--- src/rtl/sram_arbiter.sv ---
// Two-port arbiter and fixed-timing access sequencer for a 16-bit asynchronous SRAM.
// Optional SRAM_ARB_FIXED_PRIO_EN: port A always wins ties (default build is round-robin).
module sram_arbiter #(
  parameter int ADDR_W        = 17,
  parameter int ACCESS_CYCLES = 2
) (
  input  logic              clock,
  input  logic              reset,
  input  logic              a_req,
  input  logic              a_we,
  input  logic [ADDR_W-1:0] a_addr,
  input  logic [15:0]       a_wdata,
  input  logic [1:0]        a_be,
  output logic              a_ack,
  output logic [15:0]       a_rdata,
  input  logic              b_req,
  input  logic              b_we,
  input  logic [ADDR_W-1:0] b_addr,
  input  logic [15:0]       b_wdata,
  input  logic [1:0]        b_be,
  output logic              b_ack,
  output logic [15:0]       b_rdata,
  output logic [ADDR_W-1:0] sram_a,
  output logic [15:0]       sram_dq_out,
  output logic              sram_dq_oe,
  input  logic [15:0]       sram_dq_in,
  output logic              sram_oe_n,
  output logic              sram_we_n,
  output logic              sram_ub_n,
  output logic              sram_lb_n,
  output logic              busy
);

  localparam int CNT_W = (ACCESS_CYCLES > 1) ? $clog2(ACCESS_CYCLES) : 1;
  localparam logic [CNT_W-1:0] CNT_LOAD = CNT_W'(ACCESS_CYCLES - 1);

  typedef enum logic [1:0] {
    IDLE   = 2'd0,
    ACCESS = 2'd1,
    DONE   = 2'd2
  } state_t;

  state_t            state;
  logic              last_grant;  // 1 = port B
  logic              grant;       // 1 = port B
  logic              lat_we;
  logic [ADDR_W-1:0] lat_addr;
  logic [15:0]       lat_wdata;
  logic [1:0]        lat_be;
  logic [CNT_W-1:0]  cnt;

  logic              any_req;
  logic              pick_b;
  logic              sel_we;
  logic [ADDR_W-1:0] sel_addr;
  logic [15:0]       sel_wdata;
  logic [1:0]        sel_be;

  // Arbitration between ports and selection of the winning request fields
  always_comb begin
    any_req = a_req | b_req;
    if (a_req && b_req) begin
`ifdef SRAM_ARB_FIXED_PRIO_EN
      pick_b = 1'b0;
`else
      pick_b = ~last_grant;
`endif
    end else begin
      pick_b = b_req;
    end
    if (pick_b) begin
      sel_we    = b_we;
      sel_addr  = b_addr;
      sel_wdata = b_wdata;
      sel_be    = b_be;
    end else begin
      sel_we    = a_we;
      sel_addr  = a_addr;
      sel_wdata = a_wdata;
      sel_be    = a_be;
    end
  end

  // Sequencer FSM with all pin strobes, acks and read data registered
  always_ff @(posedge clock) begin
    if (reset) begin
      state       <= IDLE;
      last_grant  <= 1'b1;
      grant       <= 1'b0;
      lat_we      <= 1'b0;
      lat_addr    <= '0;
      lat_wdata   <= 16'h0000;
      lat_be      <= 2'b00;
      cnt         <= '0;
      sram_a      <= '0;
      sram_dq_out <= 16'h0000;
      sram_dq_oe  <= 1'b0;
      sram_oe_n   <= 1'b1;
      sram_we_n   <= 1'b1;
      sram_ub_n   <= 1'b1;
      sram_lb_n   <= 1'b1;
      a_ack       <= 1'b0;
      b_ack       <= 1'b0;
      a_rdata     <= 16'h0000;
      b_rdata     <= 16'h0000;
      busy        <= 1'b0;
    end else begin
      a_ack <= 1'b0;
      b_ack <= 1'b0;
      case (state)
        IDLE: begin
          if (any_req) begin
            state      <= ACCESS;
            busy       <= 1'b1;
            grant      <= pick_b;
            last_grant <= pick_b;
            lat_we     <= sel_we;
            lat_addr   <= sel_addr;
            lat_wdata  <= sel_wdata;
            lat_be     <= sel_be;
            cnt        <= CNT_LOAD;
            sram_a     <= sel_addr;
            sram_ub_n  <= ~sel_be[1];
            sram_lb_n  <= ~sel_be[0];
            if (sel_we) begin
              sram_we_n   <= 1'b0;
              sram_oe_n   <= 1'b1;
              sram_dq_oe  <= 1'b1;
              sram_dq_out <= sel_wdata;
            end else begin
              sram_we_n  <= 1'b1;
              sram_oe_n  <= 1'b0;
              sram_dq_oe <= 1'b0;
            end
          end else begin
            busy <= 1'b0;
          end
        end
        ACCESS: begin
          if (cnt == '0) begin
            // Last strobe cycle: sample the pads on this edge, then turn the bus around
            state      <= DONE;
            sram_oe_n  <= 1'b1;
            sram_we_n  <= 1'b1;
            sram_ub_n  <= 1'b1;
            sram_lb_n  <= 1'b1;
            sram_dq_oe <= 1'b0;
            if (grant) begin
              b_ack <= 1'b1;
              if (!lat_we) begin
                b_rdata <= sram_dq_in;
              end else begin
                b_rdata <= b_rdata;
              end
            end else begin
              a_ack <= 1'b1;
              if (!lat_we) begin
                a_rdata <= sram_dq_in;
              end else begin
                a_rdata <= a_rdata;
              end
            end
          end else begin
            cnt       <= cnt - CNT_W'(1);
            sram_a    <= lat_addr;
            sram_ub_n <= ~lat_be[1];
            sram_lb_n <= ~lat_be[0];
            if (lat_we) begin
              sram_we_n   <= 1'b0;
              sram_oe_n   <= 1'b1;
              sram_dq_oe  <= 1'b1;
              sram_dq_out <= lat_wdata;
            end else begin
              sram_we_n  <= 1'b1;
              sram_oe_n  <= 1'b0;
              sram_dq_oe <= 1'b0;
            end
          end
        end
        DONE: begin
          state <= IDLE;
          busy  <= 1'b0;
        end
        default: begin
          state      <= IDLE;
          busy       <= 1'b0;
          sram_oe_n  <= 1'b1;
          sram_we_n  <= 1'b1;
          sram_ub_n  <= 1'b1;
          sram_lb_n  <= 1'b1;
          sram_dq_oe <= 1'b0;
        end
      endcase
    end
  end

endmodule

--- config.mk ---
export PLATFORM = sky130hd
export DESIGN_NAME = sram_arbiter
export DESIGN_NICKNAME = d
export VERILOG_FILES = /design/src/rtl/sram_arbiter.sv
export SDC_FILE = /design/constraint.sdc
export NUM_CORES = 1
export LEC_CHECK = 0
export BUFFER_PORTS_ARGS = -buffer_cell sky130_fd_sc_hd__buf_2
export CAP_MARGIN = 0
export CORE_ASPECT_RATIO = 1.25
export CORE_MARGIN = 2
export CORE_UTILIZATION = 50
export DETAILED_ROUTE_END_ITERATION = 6
export PLACE_DENSITY_LB_ADDON = 0.1
export SKIP_LAST_GASP = 1
export SLEW_MARGIN = 10
export SYNTH_ARGS = -nofsm -noshare
export SYNTH_HDL_FRONTEND = slang
export SYNTH_SLANG_ARGS = --single-unit
export TNS_END_PERCENT = 20
--- constraint.sdc ---
create_clock -name clock -period 2.1 [get_ports clock]
set_input_delay 0.315 -clock clock [delete_from_list [all_inputs] [get_ports clock]]
set_output_delay 0.315 -clock clock [all_outputs]
set_load 0.01 [all_outputs]
### Word level (Yosys, flattened, before mapping)

Index checks and enable logic that the tools add are counted.

| storage, ports and cells | value |
|---|---|
| register bits | 114 |
| output and inout bits | 73 |
| logic and storage cells | 92 |

| operators by class | value |
|---|---|
| $add $sub $neg | 1 |
| equality and inequality tests | 7 |
| muxes and demuxes | 41 |
| bitwise gates (word level) | 11 |
| reductions and logical operators | 12 |

Operators with widths:

| cell | number |
|---|---|
| $mux W16 | 5 |
| $mux W17 | 3 |
| $pmux W17 S2 | 1 |
| $pmux W16 S2 | 1 |
| $mux W1 | 20 |
| $pmux W1 S3 | 5 |
| $ne A2 B2 Y1 const B | 5 |
| $not A1 Y1 | 10 |
| $reduce_and A2 Y1 | 4 |
| $reduce_and A4 Y1 | 2 |
| $mux W2 | 3 |
| $reduce_and A5 Y1 | 1 |
| $pmux W1 S2 | 2 |
| $pmux W2 S2 | 1 |
| $reduce_and A3 Y1 | 1 |
| $reduce_or A3 Y1 | 1 |
| $eq A2 B1 Y1 const B | 1 |
| $eq A2 B2 Y1 const B | 1 |
| $logic_not A2 Y1 | 1 |
| $reduce_bool A2 Y1 | 1 |
| $logic_and A1 B1 Y1 | 1 |
| $or A1 B1 Y1 | 1 |
| $sub A1 B1 Y1 const B | 1 |

### Longest topological paths before layout

Gate-level depths: netlist of run 1.

| logic depth | value |
|---|---|
| word-level depth | 6 |
| depth in mapped cells | 8 |
| depth with buffers taken out | 4 |

### Worst setup path after synthesis of run 1

Ideal clock, no wire load.

| timing | value |
|---|---|
| kind | register to register |
| start point | register state[0] |
| end point | register a_rdata[5] |
| data arrival time | 1.474 ns |
| data required time | 1.968 ns |
| path slack | 0.493 ns |
| stages on the path, launching flop included | 9 |
| buffers on the path | 4 |
| period minus slack after synthesis | 1.607 ns |
| cell sequence | dfxtp_1 buf_2 nand2b_1 buf_2 or4_1 clkbuf_1 buf_2 nand2_1 a21oi_1 |

| on the way | value |
|---|---|
| cells in the longest elaborated chain, start to end | 2 |

RTL lines:

| element | line | source |
|---|---|---|
| from (decl) | 43 | `state_t state;` |
| from (signal assigned) | 87 | `state <= IDLE;` |
| from (signal assigned) | 113 | `state <= ACCESS;` |
| from (signal assigned) | 142 | `state <= DONE;` |
| $eq A2 B1 Y1 | 110 | `case (state)` |
| $reduce_and A4 Y1 (no line) | n/a |  |
| to (signal assigned) | 158 | `a_rdata <= sram_dq_in;` |
| to (signal assigned) | 160 | `a_rdata <= a_rdata;` |
| to (decl) | 15 | `output logic [15:0] a_rdata,` |

Every way passes these cells.
A chain may end at the register's enable or synchronous reset.

### Final worst setup path of run 1

| timing | value |
|---|---|
| start point | register state[0] |
| end point | register a_rdata[10] |

The elaborated chain is that of the path after synthesis.

==> results of run 1 <==
cells in the final DEF, fill, tap and decap left out, types with 2 or more instances in the layout:
| cell | synthesis | routed |
|---|---|---|
| clkinv_2 | 0 | 4 |
| nor3_1 | 2 | 2 |
| inv_1 | 3 | 3 |
| a211oi_1 | 34 | 34 |
| clkbuf_1 | 20 | 4 |
| and2_1 | 2 | 2 |
| a22o_1 | 17 | 17 |
| clkbuf_16 | 0 | 17 |
| a21oi_1 | 53 | 53 |
| a211o_1 | 19 | 19 |
| mux2i_1 | 53 | 53 |
| buf_12 | 0 | 4 |
| clkbuf_8 | 0 | 5 |
| buf_2 | 14 | 163 |
| buf_4 | 1 | 9 |
| mux2_1 | 2 | 2 |
| nand2_1 | 66 | 66 |
| nand2b_1 | 17 | 16 |
| nor2b_1 | 2 | 2 |
| a221oi_1 | 3 | 3 |
| nor2_1 | 75 | 74 |
| dfxtp_1 | 114 | 114 |
flip-flops by register name (all words and copies together), names as in the netlist, 2 cells and up:
name and cells:
lat_addr 17, sram_a 17, a_rdata 16, b_rdata 16, lat_wdata 16, sram_dq_out 16
lat_be 2, state 2
worst paths after layout:
check,startpoint,to,slack [ns],depth (start not counted)
worst min-delay path,sram_dq_in[11],b_rdata[11],0.16,3
worst min register to register,b_rdata[10],b_rdata[10],0.45,2
worst max-delay path,state[0],a_rdata[10],0.39,4
worst max register to register,state[0],a_rdata[10],0.39,4
power groups by stage:
| stage | clock, mW | sequential, mW | combinational (mW) |
|---|---|---|---|
| after floorplan | 0 | 2.60 | 0.659 |
| after global placement | 0 | 2.56 | 1.04 |
| after detailed placement | 0 | 2.56 | 1.06 |
| after CTS | 2.71 | 2.52 | 1.07 |
| after global routing | 2.82 | 2.55 | 1.18 |
| final | 2.67 | 2.53 | 1.06 |
metal layers:
layer  GRT usage [%]  vias to the layer above  wire length [µm]
li1                -                     2126                 -
met3            6.31                       12               652
met2            37.9                      126              5550
met1            26.9                     1908              4820
met4            8.79                        0               158
met5               0                        -                 0
worst max-delay path, stage by stage, from the launching register on:
cell and delay [ns]:
dfxtp_1 0.47, nand2b_2 0.13, or4_1 0.73, nand2_1 0.17, a21oi_1 0.07
layout make-up:
cell class | instances | area (µm²) | area share [%]
clock buffers | 26 | 509 | 8.22
flip-flops and latches | 114 | 2280 | 36.8
repair buffers | 176 | 963 | 15.5
clock inverters | 5 | 50.0 | 0.807
multi-input cells | 359 | 2230 | 36.0
well taps | 123 | 154 | 2.48
inverters | 3 | 11.3 | 0.182
kinds of logic (layout without fill, tap and decap cells):
kind of cell | Yosys count | in the layout | synth area share (%)
AOI/OAI and AO/OA | 133 | 133 | 19.5
buffers and inverters | 47 | 210 | 4.82
muxes | 55 | 55 | 11.7
DFF | 114 | 114 | 48.3
and+or+nand+nor | 171 | 171 | 15.7
per-stage QoR:
stage / worst slack, ns / area (µm²) / power [mW] / hold WS, ns / util, %
2_1_floorplan: 0.493 / 4720 / 3.26 / 0.451 / -
3_3_place_gp: 0.154 / 5640 / 3.59 / 0.438 / 61.4
3_5_place_dp: 0.154 / 5640 / 3.63 / 0.444 / 61.4
4_1_cts: 0.0642 / 6200 / 6.31 / 0.150 / 67.5
5_1_grt: 0.217 / 6200 / 6.55 / 0.157 / 67.6
6_report: 0.389 / 6200 / 6.25 / 0.161 / 67.6
==> metrics.md, run 1 <==
| Metric | Value |
|---|---|
| Sequential Power Share | 40.4% |
| Drt drc | 0 |
| CTS H-tree lvls | 4 |
| Via-to-Cell Ratio | 5.18 |
| Fin crit share | 81.5% |
| Worst-path fanout max | 16 |
| Clock power share | 42.7% |
| Crit path time final | 1.71 ns |
| Async SR Flop Fraction | 0% |
| Area share of the largest cell type after synthesis | 48.3% |
| Die Span Y | 113 µm |
| Setup bufs post-CTS | 0 |
| PD cells | 1010 nW/µm² |
| Psw | 1.62 mW |
| PostCTS Resize Cnt | 0 |
| DRT antenna net count | 0 |
| Antenna Cells | 0 |
| Critical Path AT | 1.98 ns |
| Logic pwr share | 16.9% |
| Congestion Overflow GR | 0 |
| Routability cong. | 0.778 |
| Fill count | 792 |
| Final Max Slew Viols | 0 |
| Dpl cells | 775 |
| Bufs on Longest Clock Path | 2 |
| Antenna violations before repair | 0 |
| Setup violators final | 0 |
| Status | finished, final reports clean |
| Avg WL per Cell | 13.9 µm |
| Post-synth EDFFs | 0 |
| Hold_buf cts | 0 |
| First-pass iteration count of the detailed router | 4 |
| Synth Register Bits | 114 |
| Ports | 165 |
| Syn Area/Cell | 9.09 µm² |
| Syn. warnings | 0 |
| Vias | 4,172 |
| Number of global-route vias before repair | 4,037 |
| Initial core utilization | 51.5% |
| Worst slew pin tran | 0.799 ns |
| Cells after synthesis | 520 |
| CP Class | register to register |
| Hold Fails Final Rpt | 0 |
| Largest cells by area after synthesis | dfxtp_1 (48%), mux2i_1 (11%), nor2_1 (6.0%) |
| Commonest cells post-synth | dfxtp_1 (114), nor2_1 (75), nand2_1 (66), a21oi_1 (53), mux2i_1 (53) |
| Hpwl dp | 7.28 mm |
| Largest net degree at the start of global routing | 113 |
| Layout Nets | 763 |
| First-pass GRT wire length | 18.4 mm |
| Total Wirelength | 11.2 mm |
| RSZ-0062 raised after global routing | false |
| Most common cell in the netlist | dfxtp_1 |
| Port buffer count | 164 |
| CTS sink cnt | 114 |
| FP Rows | 39 |
| Setup_tns | 0 ns |
| Die Area | 10,200 µm² |
| Leakage | 2.88 nW |
| Syn-to-layout area delta | 31.2% |
| Clock latency on the worst-skew pair | 0.41 ns |
| Worst-case vdd ir drop | 0.000603 V |
| Hold/Removal Path Class | primary input to register |
| Total of max-cap violations | 0 |
| CP endpoint kind | register |
| Total GRT Usage | 22.4% |
| Yosys top cell by area | dfxtp_1 |
| Switching Share | 25.8% |
| Core footprint | 9170 µm² |
| CTS tree | yes |
| Relative slew slack | 46.7% |
| Clk slew on worst S/H paths | 0.05 ns |
| 1st-iter DRT viols | 226 |
| Synthesized area | 4720 µm² |
| Unique masters post-synth | 34 |
| Layout cells sized above 1 | 30.7% |
| Top FF cell, synth | dfxtp_1 |
| Pint | 4.64 mW |
| CTS Root Cell | clkbuf_16 |
| WP data required | 2.37 ns |
| Seq/Total Area, Yosys | 48.3% |
| Post-Route Skew | 0.00789 ns |
| Fmax | 0.584 GHz |
| Total CTS buffers | 17 |
| Type of origin of the critical path | register |
| Die X | 90.9 µm |
| Post-Layout Cell Count | 806 |
| Post-Syn Nets | 612 |
No activity file was read; power rests on OpenSTA's default activity.
==> inputs of run 2 (changes only) <==
ABC_AREA = 1   (was unset)
CORE_UTILIZATION = 51   (was 50)
clock period = 1.6 ns   (was 2.1 ns; I/O delays follow)
==> metrics.md, run 2 <==
| Metric | Value |
|---|---|
| Multi-input logic area | 2190 µm² (-1.7%) |
| Post-synthesis mux area share | 0% (-12 points) |
| CP cell instances | nor2_2 > nand2_2 > inv_2 > buf_4 > o21ai_0 > a31oi_1 |
| Yosys top cell by area | dfxtp_1 |
| Critical Path AT | 1.76 ns (-0.22 ns) |
| Setup violators final | 0 (unchanged) |
| Register area | 2280 µm² (unchanged) |
| Total CTS buffers | 17 (unchanged) |
| Setup_tns | 0 ns (unchanged) |
| Hpwl dp | 8.72 mm (+20%) |
| Total Wirelength | 12.8 mm (+14%) |
| Drt drc | 0 (unchanged) |
| Clk slew on worst S/H paths | 0.06 ns (about the same) |
| Fin crit share | 90.1% (+8.6 points) |
| Crit path time final | 1.44 ns (-0.270 ns) |
| Avg WL per Cell | 12.7 µm (-8.3%) |
| Async SR Flop Fraction | 0% (unchanged) |
| Largest family of logic cells by synthesized area | simple AND/OR/NAND/NOR gates |
| First-pass iteration count of the detailed router | 5 (+1) |
| 1st-iter DRT viols | 310 (+37%) |
| Routability cong. | 0.863 (+11%) |
| Type of origin of the critical path | register |
| Util after Layout | 68.4% (+0.80 points) |
| Via-to-Cell Ratio | 5.07 (-2.0%) |
| Slowest CP cell | dfxtp_1 |
| CP endpoint kind | register |
| CTS sink cnt | 114 (unchanged) |
| Area share of the largest cell type after synthesis | 44.9% (-3.4 points) |
| Critical path buffers and inverters | 2 (+2) |
| Post-Synth Simple-Gate Area | 22.8% (+7.1 points) |
| Cells after synthesis | 710 (+37%) |
| WP data required | 1.92 ns (-0.45 ns) |
| Worst slew pin tran | 0.338 ns (-0.461 ns) |
| Status | finished, final reports clean |
| Die Area | 10,800 µm² (+5.2%) |
| Dpl cell area | 5930 µm² (+5.2%) |
| Commonest non-fill, non-tap cell in the layout | nand2_1 |
| CTS H-tree lvls | 4 (unchanged) |
| Ports | 165 (unchanged) |
| CP peak stage delay | 0.34 ns (-0.39 ns) |
| Hold Fails Final Rpt | 0 (unchanged) |
| Synth Register Bits | 114 (unchanged) |
| CTS Root Cell | clkbuf_16 |
| Fill count | 829 (+4.7%) |
| Layout cells sized above 1 | 26.3% (-4.4 points) |
| Post-synthesis xor/xnor area fraction | 0% (unchanged) |
| Worst-case vdd ir drop | 0.000813 V (+35%) |
| Hold/Removal Path Class | primary input to register |
| Fin area | 6600 µm² (+6.5%) |
| Syn Area/Cell | 7.16 µm² (-21%) |
| Hold slack final | 0.119 ns (-0.0420 ns) |
| Hold_buf cts | 0 (unchanged) |
| Layout Nets | 957 (+25%) |
| Die X | 93.3 µm (+2.6%) |
| Unique masters post-synth | 27 (-21%) |
| Vias | 5,095 (+22%) |
| Antenna violations before repair | 0 (unchanged) |
| Commonest cells post-synth | nand2_1 (168), dfxtp_1 (114), a21oi_1 (89), o21ai_0 (85), inv_1 (75) |
| Seq/Total Area, Yosys | 44.9% (-3.4 points) |
| CP Class | register to register |
| Syn. warnings | 0 (unchanged) |
| Core footprint | 9660 µm² (+5.3%) |
| Die Span Y | 116 µm (+2.6%) |
| CTS tree | yes |
| RSZ-0062 raised after global routing | false |
| Final Max Slew Viols | 0 (unchanged) |
| Initial core utilization | 52.6% (+1.1 points) |
| Compound-Gate Fraction of Synth Area | 20.3% (+0.82 points) |
| Post-synth EDFFs | 0 (unchanged) |
| Largest net degree at the start of global routing | 59 (-48%) |
| Port buffer count | 164 (unchanged) |
| PD cells | 1400 nW/µm² (+38%) |
| Number of global-route vias before repair | 4,565 (+13%) |
| Largest cells by area after synthesis | dfxtp_1 (45%), nand2_1 (12%), a21oi_1 (8.8%) |
| PostCTS Resize Cnt | 0 (unchanged) |
| Syn-to-layout area delta | 29.9% |
| PnR Total Power | 9.22 mW (+47%) |
| Leakage | 3.29 nW (+14%) |
| Total GRT Usage | 23.5% (+1.1 points) |
| Commonest non-fill, non-tap cells in the layout | nand2_1 (168), buf_2 (164), dfxtp_1 (114) |
| Biggest regs | lat_addr: 17 flops, sram_a: 17 flops |
| Top FF cell, synth | dfxtp_1 |
| DRT antenna net count | 0 (unchanged) |
| Setup bufs post-CTS | 0 (unchanged) |
| Worst-path fanout max | 26 (+10) |
| Adder-Cell Fraction of Synth Area | 0% (unchanged) |
| Bufs on Longest Clock Path | 2 (unchanged) |
| First-pass GRT wire length | 20.4 mm (+11%) |
| FP Rows | 40 (+2.6%) |
| Relative slew slack | 77.4% (+31 points) |
| Synthesized area | 5080 µm² (+7.6%) |
| Most common cell in the netlist | nand2_1 |
| Fmax | 0.694 GHz (+19%) |
| Total of max-cap violations | 0 (unchanged) |
| CP top delay family | buffers and inverters |
| Clock latency on the worst-skew pair | 0.40 ns (about the same) |
| Antenna Cells | 0 (unchanged) |
| Congestion Overflow GR | 0 (unchanged) |
| Post-Route Skew | 0.00844 ns (+0.000546 ns) |
| Post-Syn Nets | 802 (+31%) |
## run 2: cell count changes after synthesis, moves of 18 or more
cell      change
nand2_1     +102
o21ai_0      +84
inv_1        +72
mux2i_1      -53
a21oi_1      +36
a211oi_1     -33
nor2_1       -24
nand3_1      +20
a211o_1      -19
a31oi_1      +18
## run 2: metal layers
layer	track usage, %	up-vias	wire length, µm
met1	28.2	2287	5350
met4	9.31	0	163
li1	-	2604	-
met5	0	-	0
met3	6.76	13	1070
met2	39.8	191	6180
## run 2: per-stage QoR
stage / setup slack (ns) / cells
2_1_floorplan: 0.394 / 710
3_3_place_gp: 0.232 / 972
3_5_place_dp: 0.171 / 972
4_1_cts: 0.155 / 1004
5_1_grt: 0.0157 / 1004
6_report: 0.158 / 1004
## run 2: worst register-to-register path, stage by stage (launching register included)
cell	delay, ns
dfxtp_1	0.34
nor2_2	0.18
nand2_2	0.17
inv_2	0.12
buf_4	0.26
o21ai_0	0.12
a31oi_1	0.17
## run 2: worst paths after layout
check	endpoint	slack (ns)	cells past startpoint	start
max	lat_addr[0]	0.16	6	state[1]
min	lat_addr[4]	0.12	3	a_addr[4]
max reg2reg	lat_addr[0]	0.16	6	state[1]
min reg2reg	b_rdata[6]	0.44	2	b_rdata[6]
## run 2: cell families (layout without fill, tap and decap cells)
group | count (synthesis) | count (layout)
simple gates | 269 | 269
flops | 114 | 114
compound gates | 200 | 200
buf+inv | 127 | 295
## run 2: layout make-up
| class | instances | area share [%] |
|---|---|---|
| Multi-Input combinational cell | 469 | 33.2 |
| Clock inverter | 14 | 3.56 |
| Clock buffer | 18 | 6.65 |
| Sequential cell | 114 | 34.6 |
| Timing Repair Buffer | 182 | 15.0 |
| Tap cell | 126 | 2.39 |
| Inverter | 81 | 4.64 |
## run 2: power breakdown
group	switching, mW	internal [mW]	leakage [nW]
registers	0.161	3.18	0.941
logic	1.01	0.628	2.03
clock network	1.30	2.95	0.322
total	2.46	6.76	3.29
